**config.mk**
```make
export PLATFORM = sky130hd
export DESIGN_NAME = seq_multiplier
export DESIGN_NICKNAME = d
export VERILOG_FILES = /design/src/rtl/mult_pkg.sv /design/src/rtl/adder_nbit.sv /design/src/rtl/seq_multiplier.sv
export SDC_FILE = /design/constraint.sdc
export NUM_CORES = 1
export LEC_CHECK = 0
export CORE_MARGIN = 2
export CORE_UTILIZATION = 35
export CTS_CLUSTER_DIAMETER = 120
export DETAILED_ROUTE_END_ITERATION = 6
export PLACE_DENSITY = 0.59
export SLEW_MARGIN = 10
export SYNTH_ARGS = -nofsm -noshare
export SYNTH_HDL_FRONTEND = slang
export SYNTH_SLANG_ARGS = --single-unit
```
**constraint.sdc**
```tcl
create_clock -name clk -period 2.5 [get_ports clk]
set_input_delay 0.5 -clock clk [delete_from_list [all_inputs] [get_ports clk]]
set_output_delay 0.5 -clock clk [all_outputs]
set_load 0.05 [all_outputs]
```
**src/rtl/mult_pkg.sv**
```systemverilog
// Shared FSM encoding and counter sizing for the sequential shift-add multiplier.
package mult_pkg;

  typedef enum logic [1:0] {
    IDLE = 2'b00,
    CALC = 2'b01,
    DONE = 2'b10
  } state_t;

  // Counter must represent WIDTH itself so it never wraps mid-operation.
  function automatic int cnt_w(input int w);
    return $clog2(w + 1);
  endfunction

endpackage

```
**src/rtl/adder_nbit.sv**
```systemverilog
// WIDTH-bit ripple adder/subtractor: sum = x + (sub ? ~y + 1 : y), built from full-adder cells.
module full_adder (
  input  logic x,
  input  logic y,
  input  logic ci,
  output logic s,
  output logic co
);
  assign s  = x ^ y ^ ci;
  assign co = (x & y) | (ci & (x ^ y));
endmodule

module adder_nbit #(
  parameter int WIDTH = 4
) (
  input  logic [WIDTH-1:0] x,
  input  logic [WIDTH-1:0] y,
  input  logic             sub,
  output logic [WIDTH-1:0] sum,
  output logic             cout
);
  logic [WIDTH:0]   c;
  logic [WIDTH-1:0] yi;

  assign c[0] = sub;
  assign yi   = y ^ {WIDTH{sub}};

  for (genvar i = 0; i < WIDTH; i++) begin : g_fa
    full_adder u_fa (
      .x  (x[i]),
      .y  (yi[i]),
      .ci (c[i]),
      .s  (sum[i]),
      .co (c[i+1])
    );
  end

  assign cout = c[WIDTH];
endmodule

```
**src/rtl/seq_multiplier.sv**
```systemverilog
// Radix-2 shift-add multiplier, one partial product per clock, WIDTH steps per operation.
// Define SEQ_MULT_SIGNED_EN for two's-complement operands (final step subtracts).
module seq_multiplier
  import mult_pkg::*;
#(
  parameter int WIDTH = 4
) (
  input  logic               clk,
  input  logic               rst_n,
  input  logic               start,
  input  logic [WIDTH-1:0]   a,
  input  logic [WIDTH-1:0]   b,
  output logic               busy,
  output logic               done,
  output logic [2*WIDTH-1:0] product
);
  localparam int            CW   = cnt_w(WIDTH);
  localparam logic [CW-1:0] LAST = CW'(WIDTH - 1);

  state_t           state;
  logic [WIDTH-1:0] mcand, hi, lo, sum, nhi;
  logic [CW-1:0]    cnt;
  logic             sub, cout, msb;

  adder_nbit #(.WIDTH(WIDTH)) u_add (
    .x    (hi),
    .y    (mcand),
    .sub  (sub),
    .sum  (sum),
    .cout (cout)
  );

  assign nhi = lo[0] ? sum : hi;

`ifdef SEQ_MULT_SIGNED_EN
  // Multiplier MSB carries negative weight; the shifted-in bit is the true
  // sign of the (WIDTH+1)-bit partial sum, recovered from the carry out.
  assign sub = (cnt == LAST);
  assign msb = lo[0] ? (hi[WIDTH-1] ^ mcand[WIDTH-1] ^ sub ^ cout) : hi[WIDTH-1];
`else
  assign sub = 1'b0;
  assign msb = lo[0] & cout;
`endif

  always_ff @(posedge clk) begin
    if (!rst_n) begin
      state   <= IDLE;
      busy    <= 1'b0;
      done    <= 1'b0;
      product <= '0;
      mcand   <= '0;
      hi      <= '0;
      lo      <= '0;
      cnt     <= '0;
    end else begin
      case (state)
        IDLE, DONE: begin
          done <= 1'b0;
          if (start) begin
            state <= CALC;
            busy  <= 1'b1;
            mcand <= a;
            hi    <= '0;
            lo    <= b;
            cnt   <= '0;
          end else begin
            state <= IDLE;
          end
        end
        CALC: begin
          hi  <= {msb, nhi[WIDTH-1:1]};
          lo  <= {nhi[0], lo[WIDTH-1:1]};
          cnt <= cnt + CW'(1);
          if (cnt == LAST) begin
            state   <= DONE;
            busy    <= 1'b0;
            done    <= 1'b1;
            product <= {msb, nhi, lo[WIDTH-1:1]};
          end
        end
        default: state <= IDLE;
      endcase
    end
  end

endmodule

```
Yosys cells after proc, flatten, opt, wreduce, memory -nomap -nowiden --
Index checks and enable logic that the tools add are counted.
Operators by class: mux-type cells 15, bitwise gates (word level) 18, magnitude comparators 0, shifts and indexed selects 0, divide/modulo/power cells 0, equal/unequal tests 5, reductions and logical operators 8, multipliers 0, $add $sub $neg 1
Operators with widths (count):
- one-hot mux 4 bit (2 select lines) | 2
- two-way mux 4 bit | 3
- bitwise AND 1 bit | 8
- AND reduction 2 bit | 4
- XOR 1 bit | 7
- one-hot mux 3 bit (2 select lines) | 1
- two-way mux 1 bit | 4
- inequality test 2 bit (second input constant) | 2
- one-hot mux 1 bit (2 select lines) | 2
- one-hot mux 2 bit (2 select lines) | 1
- adder 3 x 1 -> 3 bit (second input constant) | 1
- equality test 3 x 2 -> 1 bit (second input constant) | 1
- two-way mux 3 bit | 1
- OR 1 bit | 3
- AND reduction 3 bit | 1
- equality test 2 x 1 -> 1 bit (second input constant) | 1
- equality test 2 bit (second input constant) | 1
- zero test 2 bit | 1
- two-way mux 2 bit | 1
- nonzero test 2 bit | 1
- OR reduction 2 bit | 1
Storage, ports and cells: ROM bits 0, flip-flop bits (word level) 27, memories 0, output and inout bits 10, RAM bits 0, bits of input ports 11, latch bits 0, word-level logic and storage cells 55

Longest topological paths before layout --
Gate-level depths: netlist of run 1.
depth after elaboration 9, mapped depth 9, mapped depth without buffers 9

Modules after synthesis --
A second synthesis of run 1 with hierarchy kept.
Unflattened totals: cell total of the unflattened synthesis 133, area, all modules 1241.2 sq um
By module, submodules not included:
- seq_multiplier | instances 1, area an instance 1126.1 sq um, sequential area each 540.5 sq um, cells an instance 125
- full_adder | instances 4, area an instance 20.0 sq um, sequential area each 0.0 sq um, cells an instance 1
- adder_nbit | instances 1, area an instance 35.0 sq um, sequential area each 0.0 sq um, cells an instance 4

Least setup slack after synthesis of run 1 --
No wires, ideal clock.
path kind register to register, start point reg hi[0], end point reg hi[2], clock period less this slack 2186 ps, stages on the path, launching flop included 10, library setup time 115 ps, buffers on the path 0, arrival time 2071 ps, data required time 2385 ps, slack 314 ps, path through dfxtp_1 ha_1 inv_1 fa_1 fa_1 inv_1 fa_1 mux2i_1 nor2_1 o21a_1
Between the ends: word-level cells in the longest chain between the ends 8
RTL lines:
- start: declaration | RTL line seq_multiplier.sv:21 | logic [WIDTH-1:0] mcand, hi, lo, sum, nhi;
- start signal: assignment | RTL line seq_multiplier.sv:71 | hi <= {msb, nhi[WIDTH-1:1]};
- bitwise AND 1 bit (2 in series) | RTL line adder_nbit.sv:10 | assign co = (x & y) | (ci & (x ^ y));
- OR 1 bit | RTL line adder_nbit.sv:10
- bitwise AND 1 bit | RTL line adder_nbit.sv:10
- OR 1 bit | RTL line adder_nbit.sv:10
- XOR 1 bit | RTL line adder_nbit.sv:9 | assign s = x ^ y ^ ci;
- two-way mux 4 bit | RTL line seq_multiplier.sv:33 | assign nhi = lo[0] ? sum : hi;
- one-hot mux 4 bit (2 select lines) | RTL line seq_multiplier.sv:56 | case (state)
Every way passes these cells. A chain may end at the register's enable or synchronous reset.

Worst setup path in the final report of run 1 --
Same ends and word-level chain as after synthesis.

==> results of run 1 <==
## final cells by class
| class | count | share of cell area [%] |
|---|---|---|
| Clock buffer | 3 | 1.535 |
| Clock inverter | 1 | 0.5115 |
| Inverter | 7 | 1.790 |
| Multi-Input combinational cell | 93 | 40.75 |
| Sequential cell | 27 | 36.83 |
| Tap cell | 46 | 3.922 |
| Timing Repair Buffer | 22 | 14.66 |
## tightest hold or removal path, stage by stage (launching register included)
cell and delay, ns:
dfxtp_1 0.34, nand2_1 0.05, a21boi_1 0.05
## kinds of logic after synthesis
group	after synthesis	share of synthesized area, %
AOI/OAI and AO/OA	33	19.71
and+or+nand+nor	51	18.99
muxes	3	2.580
DFF	27	44.58
adders and majority gates	6	8.050
buffers and inverters	16	6.089
## metal layers
metal / vias to the layer above / part of all wire (%) / track usage [%]
met5: - / 0 / 0
met1: 438 / 50 / 15.32
met4: 0 / 2.4 / 6.667
li1: 490 / - / -
met2: 15 / 44 / 21.77
met3: 5 / 3.0 / 2.342
## cell usage in the layout (no fill, tap or decap)
| cell | instances |
|---|---|
| nand3_1 | 6 |
| nor2_1 | 3 |
| clkdlybuf4s50_1 | 20 |
| o211ai_1 | 4 |
| fa_1 | 3 |
| nor2b_1 | 3 |
| nand3b_1 | 1 |
| dfxtp_1 | 27 |
| mux2_1 | 1 |
| o211a_1 | 3 |
| clkbuf_4 | 3 |
| and3b_1 | 1 |
| a31oi_1 | 3 |
| buf_4 | 2 |
| a21boi_0 | 6 |
| and3_1 | 1 |
| o21ai_0 | 4 |
| and2_1 | 2 |
| ha_1 | 3 |
| a21boi_1 | 9 |
| mux2i_1 | 2 |
| clkinvlp_4 | 1 |
| nand2_1 | 30 |
| nor3_1 | 2 |
| inv_1 | 7 |
| a21oi_1 | 1 |
| o21a_1 | 3 |
| nand2b_1 | 2 |
## sequential cells by signal, summed over array words and instances (netlist names)
| name | count |
|---|---|
| cnt | 3 |
| state | 2 |
| busy | 1 |
| lo | 4 |
| mcand | 4 |
| done | 1 |
| product | 8 |
| hi | 4 |
## through the flow
step / hold slack [ns] / cells / utilization (%) / power (mW)
final: 0.4675 / 199 / 43.98 / 0.7546
after global routing: 0.4924 / 199 / 43.98 / 0.7938
after CTS: 0.4724 / 199 / 43.98 / 0.7606
after detailed placement: 0.4520 / 195 / 43.08 / 0.5638
after global placement: 0.4403 / 195 / 43.08 / 0.5621
after floorplan: 0.4365 / 136 / - / 0.5316
## power groups by stage
stage          registers, mW  clock network (mW)  logic, mW
3_3_place_gp           0.472                   0     0.0905
5_1_grt                0.466               0.226      0.101
4_1_cts                0.462               0.206     0.0919
2_1_floorplan          0.471                   0     0.0611
3_5_place_dp           0.472                   0     0.0921
6_report               0.463               0.201     0.0905
## worst paths after layout
| kind | slack (ns) | end | cells after the start |
|---|---|---|---|
| worst max-delay path | 0.17 | hi[2]$_SDFFE_PN0P_ | 9 |
| worst min-delay path | 0.47 | product[0]$_SDFFE_PN0P_ | 2 |
| worst max register to register | 0.17 | hi[2]$_SDFFE_PN0P_ | 9 |
| worst min register to register | 0.47 | product[0]$_SDFFE_PN0P_ | 2 |
==> metrics.cfg, run 1 <==
[sta]
min_period_over_period_pct=93.20
setup_viol=0
finalClockSkew_ns=0.01300
fmax_mhz=429.2
max-slew-margin-rel_pct=60.87
finalCriticalPeriod_ns=2.330
finalHoldViolations=0
fin_setup_tns_ns=0
slew_viol_final=0
tightestPinTransition_ns=0.5858
grt_setup_unrepaired=no
setup_ws_ns=0.1699

[placement]
placed_cell_area_um2=1438
gp_congestion=0.7959
hpwlAfterDp_um=1651
pre_cts_slack_ns=0.1937
portBuffers=20

[routing]
drc=0
wl_per_cell_um=11.52
via_per_inst=4.764
wirelength_um=2293
num_vias=948
ant_nets=0
drt_iter0_drc=14
first_pass_iters=4

[layout]
stdcell_area_um2=1468
area_growth_pct=21.05
n_antenna_cell=0
nFillCells=332
layout-drive-gt1-share_pct=3.922
multi_input_area_um2=598.1
register_area_um2=540.5
nets=171

[clock_network]
cts.sinks=27
cts_made_buffers=3
clock_tree.buffer_depth=2
insertion_delay_ns=0.34
cts_tree=done
root_buffer=clkbuf_4
ctsHoldBuffers=0
cts.htree.levels=1
clk_pin_slew_worst_paths_ns=0.16
ctsResizeCount=0
postCtsSetupBuffers=0

[setup_path]
crit_slowest_cell=fa_1
critical_path_required_ns=2.76
crit_chain=ha_1 -> inv_1 -> fa_1 -> fa_1 -> inv_1 -> fa_1 -> mux2i_1 -> nor2_1 -> o21a_1
endpoint_kind=flop
critPathKind=flop to flop
crit_arrival_ns=2.59
worstSetupStartpointType=flop
crit_family=adder cells
timing.critical_path.mode_cell=fa_1
critPathLaunch=hi[0]$_SDFFE_PN0P_
crit_path_max_incr_delay_ns=0.40
r2r_start=hi[0]$_SDFFE_PN0P_
worst-path-buf-inv=2
crit_fanout=3

[synth]
netlist_instances=136
synth.distinct_cells=28
synth_area_um2=1212
synth-seq-area-share_pct=44.58
postSynthAreaPerCell_um2=8.915
ys_warn_count=0
synth_seq_cells=27
synth_ff_type=dfxtp_1
ys_async_sr_fraction_pct=0
netlist.area_leader.share_pct=44.58
post-synth-top-count-cell=nand2_1
synth_area_leaders=dfxtp_1 (45%), nand2_1 (9.3%), a21boi_1 (5.6%)
synth_enable_flop_cells=0
synth_nets=153
synth.largest_area_cell=dfxtp_1
synth_commonest_cells=nand2_1 (30), dfxtp_1 (27), a21boi_1 (9)

[floorplanning]
die_x_um=62.86
die_area_um2=3951
rows=21
initial_core_util_pct=36.33
core_um2=3337
dieHeight_um=62.86
io_pins=21

[power_and_ir_drop]
powerDensity_nw_per_um2=514.2
power.switching_fraction_pct=26.97
p_sw_mw=0.2035
power_frac_seq_pct=61.4
p_int_mw=0.5511
p_leak_nw=0.5529
clkPwrFrac_pct=26.7
combPwrFrac_pct=12.0
max-vdd-ir-drop_mv=0.2019

[global_routing]
grt_pass1_wl_um=4036
grt_max_degree=28
antenna_found_initial=0
grt_pass1_vias=918
track_usage_pct=12.80
overflow=0

[hold_path]
hold_class=flop to flop
min_from=product[0]$_SDFFE_PN0P_

[run]
drv_cap=0

[status]
status=completed

Power figures use the tool's default switching activity.
==> run 2, diff against run 1 <==
--- a/config.mk
+++ b/config.mk
@@ -8,7 +8,9 @@
 export CORE_MARGIN = 2
 export CORE_UTILIZATION = 35
 export CTS_CLUSTER_DIAMETER = 120
+export CTS_CLUSTER_SIZE = 30
 export DETAILED_ROUTE_END_ITERATION = 6
+export HOLD_SLACK_MARGIN = 0.15
 export PLACE_DENSITY = 0.59
 export SLEW_MARGIN = 10
 export SYNTH_ARGS = -nofsm -noshare
==> results of run 2 <==
Same layout as run 1: the final DEF is identical, and so are final timing and power.
==> run 3, diff against run 2 <==
--- a/config.mk
+++ b/config.mk
@@ -12,6 +12,7 @@
 export DETAILED_ROUTE_END_ITERATION = 6
 export HOLD_SLACK_MARGIN = 0.15
 export PLACE_DENSITY = 0.59
+export REMOVE_ABC_BUFFERS = 1
 export SLEW_MARGIN = 10
 export SYNTH_ARGS = -nofsm -noshare
 export SYNTH_HDL_FRONTEND = slang
==> constraint.sdc (replaced) <==
create_clock -name clk -period 2.5 [get_ports clk]
set_input_delay 0.625 -clock clk [delete_from_list [all_inputs] [get_ports clk]]
set_output_delay 0.625 -clock clk [all_outputs]
set_load 0.05 [all_outputs]
==> run 3 against run 2 <==
Effect of this change: combinational power increased by 2.8%; largest power group unchanged; clock power fell by 4%; sequential power hardly changed; final cell count grew 0.50%; die area is the same; largest cell class unchanged; critical path type unchanged; sequential cell count is the same; clock-buffer cell count did not move; wire length grew 3.1%.
==> metrics.cfg, run 3 (same netlist as run 1, synthesis figures left out) <==
[clock_network]
postCtsSetupBuffers=0  ; unchanged
cts.htree.levels=1  ; unchanged
clock_tree.buffer_depth=2  ; unchanged
ctsResizeCount=0  ; unchanged
insertion_delay_ns=0.33  ; about the same
root_buffer=clkbuf_4
ctsHoldBuffers=0  ; unchanged
clk_pin_slew_worst_paths_ns=0.15  ; about the same
cts.sinks=27  ; unchanged
cts_made_buffers=3  ; unchanged
cts_tree=done

[routing]
drt-met1-wl_um=1134  ; -1.4%
num_vias=952  ; +0.42%
drc=0  ; unchanged
route.met3.wl_um=79  ; +14%
top_layer_used=met4
wl_met2_um=1121  ; +10%
first_pass_iters=4  ; unchanged
wl_per_cell_um=11.82  ; +2.6%
drt_iter0_drc=81  ; +67
via_per_inst=4.760  ; about the same
ant_nets=0  ; unchanged
wirelength_um=2364  ; +3.1%

[layout]
nets=172  ; +0.58%
final_cell_mix=nand2_1 (30), dfxtp_1 (27), clkdlybuf4s50_1 (20)
n_antenna_cell=0  ; unchanged
layout-drive-gt1-share_pct=4.545  ; +0.62 points
nFillCells=355  ; +6.9%
largest_reg_flops=8  ; unchanged
regMostFlops=product
register_area_um2=540.5  ; unchanged
area_growth_pct=21.47
layout_commonest_cell=nand2_1
multi_input_area_um2=598.1  ; unchanged

[placement]
hpwlAfterDp_um=1713  ; +3.8%
gp_congestion=0.8311  ; +4.4%
portBuffers=20  ; unchanged
pre_cts_slack_ns=0.2050  ; +0.01125 ns

[status]
status=completed

[floorplanning]
die_x_um=62.86  ; unchanged
die_area_um2=3951  ; unchanged
dieHeight_um=62.86  ; unchanged
io_pins=21  ; unchanged
rows=21  ; unchanged
initial_core_util_pct=36.33  ; unchanged
core_um2=3337  ; unchanged

[power_and_ir_drop]
p_leak_nw=0.5613  ; +1.5%
p_sw_mw=0.1969  ; -3.3%
powerDensity_nw_per_um2=508.0  ; -1.2%
p_int_mw=0.5512  ; about the same
power.switching_fraction_pct=26.32  ; -0.66 points
power_frac_seq_pct=61.9  ; +0.5 points
combPwrFrac_pct=12.4  ; +0.4 points
max-vdd-ir-drop_mv=0.1863  ; -7.7%
clkPwrFrac_pct=25.7  ; -1.0 points

[sta]
slew_viol_final=0  ; unchanged
tightestPinTransition_ns=0.5527  ; -0.03311 ns
setup_viol=0  ; unchanged
setup_ws_ns=0.1949  ; +0.02498 ns
min_period_over_period_pct=92.20  ; -1.0 points
fmax_mhz=433.8  ; +1.1%
finalHoldViolations=0  ; unchanged
finalClockSkew_ns=0.004946  ; -0.008052 ns
fin_setup_tns_ns=0  ; unchanged
max-slew-margin-rel_pct=63.08  ; +2.2 points
grt_setup_unrepaired=no
finalCriticalPeriod_ns=2.305  ; -0.02498 ns

[setup_path]
critical_path_required_ns=2.74  ; -0.02 ns
worstSetupStartpointType=flop
endpoint_kind=flop
critPathKind=flop to flop
crit_fanout=3  ; unchanged
crit_slowest_cell=fa_1
timing.critical_path.mode_cell=fa_1
crit_family=adder cells
crit_chain=ha_1 -> inv_1 -> fa_1 -> fa_1 -> inv_1 -> fa_1 -> mux2i_1 -> nor2_1 -> o21a_1
crit_path_max_incr_delay_ns=0.40  ; about the same
worst-path-buf-inv=2  ; unchanged
crit_arrival_ns=2.55  ; -0.04 ns

[global_routing]
antenna_found_initial=0  ; unchanged
track_usage_pct=13.10  ; +0.30 points
grt_max_degree=18  ; -36%
grt_pass1_vias=938  ; +2.2%
overflow=0  ; unchanged
grt_pass1_wl_um=4167  ; +3.2%

[run]
drv_cap=0  ; unchanged

[hold_path]
hold_class=flop to flop

==> run 3: layout make-up <==
type	count	area share, %
clock buffers	3	1.529
flip-flops and latches	27	36.70
clock inverters	1	0.3398
repair buffers	23	15.12
inverters	7	1.784
well taps	46	3.908
multi-input cells	93	40.61
==> run 3: power groups by stage <==
stage,sequential (mW),clock (mW),combinational (mW)
6_report,0.463,0.192,0.0930
5_1_grt,0.466,0.214,0.105
4_1_cts,0.463,0.199,0.0946
3_5_place_dp,0.472,0,0.0939
3_3_place_gp,0.471,0,0.0920
2_1_floorplan,0.473,0,0.0474
==> run 3: stage by stage <==
step | instances | area, um^2 | util, % | total power [mW] | hold WS [ns]
floorplan | 127 | 1165 | - | 0.5209 | 0.4365
global placement | 196 | 1445 | 43.31 | 0.5630 | 0.4405
detailed placement | 196 | 1445 | 43.31 | 0.5659 | 0.4559
CTS | 200 | 1473 | 44.13 | 0.7570 | 0.4729
global route | 200 | 1473 | 44.13 | 0.7851 | 0.4949
finish | 200 | 1473 | 44.13 | 0.7481 | 0.4672
==> run 3: path summary, 6_finish.rpt <==
kind                      startpoint                       to  slack, ns  cells past startpoint
min          product[5]$_SDFFE_PN0P_  product[5]$_SDFFE_PN0P_       0.47                      2
max               hi[0]$_SDFFE_PN0P_       hi[2]$_SDFFE_PN0P_       0.19                      9
max reg2reg       hi[0]$_SDFFE_PN0P_       hi[2]$_SDFFE_PN0P_       0.19                      9
min reg2reg  product[5]$_SDFFE_PN0P_  product[5]$_SDFFE_PN0P_       0.47                      2
==> run 3: routing by layer <==
layer  track usage (%)  vias to the layer above
met1             16.19                      438
met5                 0                        -
met3             2.162                        2
met4             5.000                        0
li1                  -                      493
met2             22.72                       19
==> run 3: tightest hold or removal path, cell delays in order, from the launching register on <==
cell and delay, ns:
dfxtp_1 0.34, nand2_1 0.05, a21boi_1 0.05
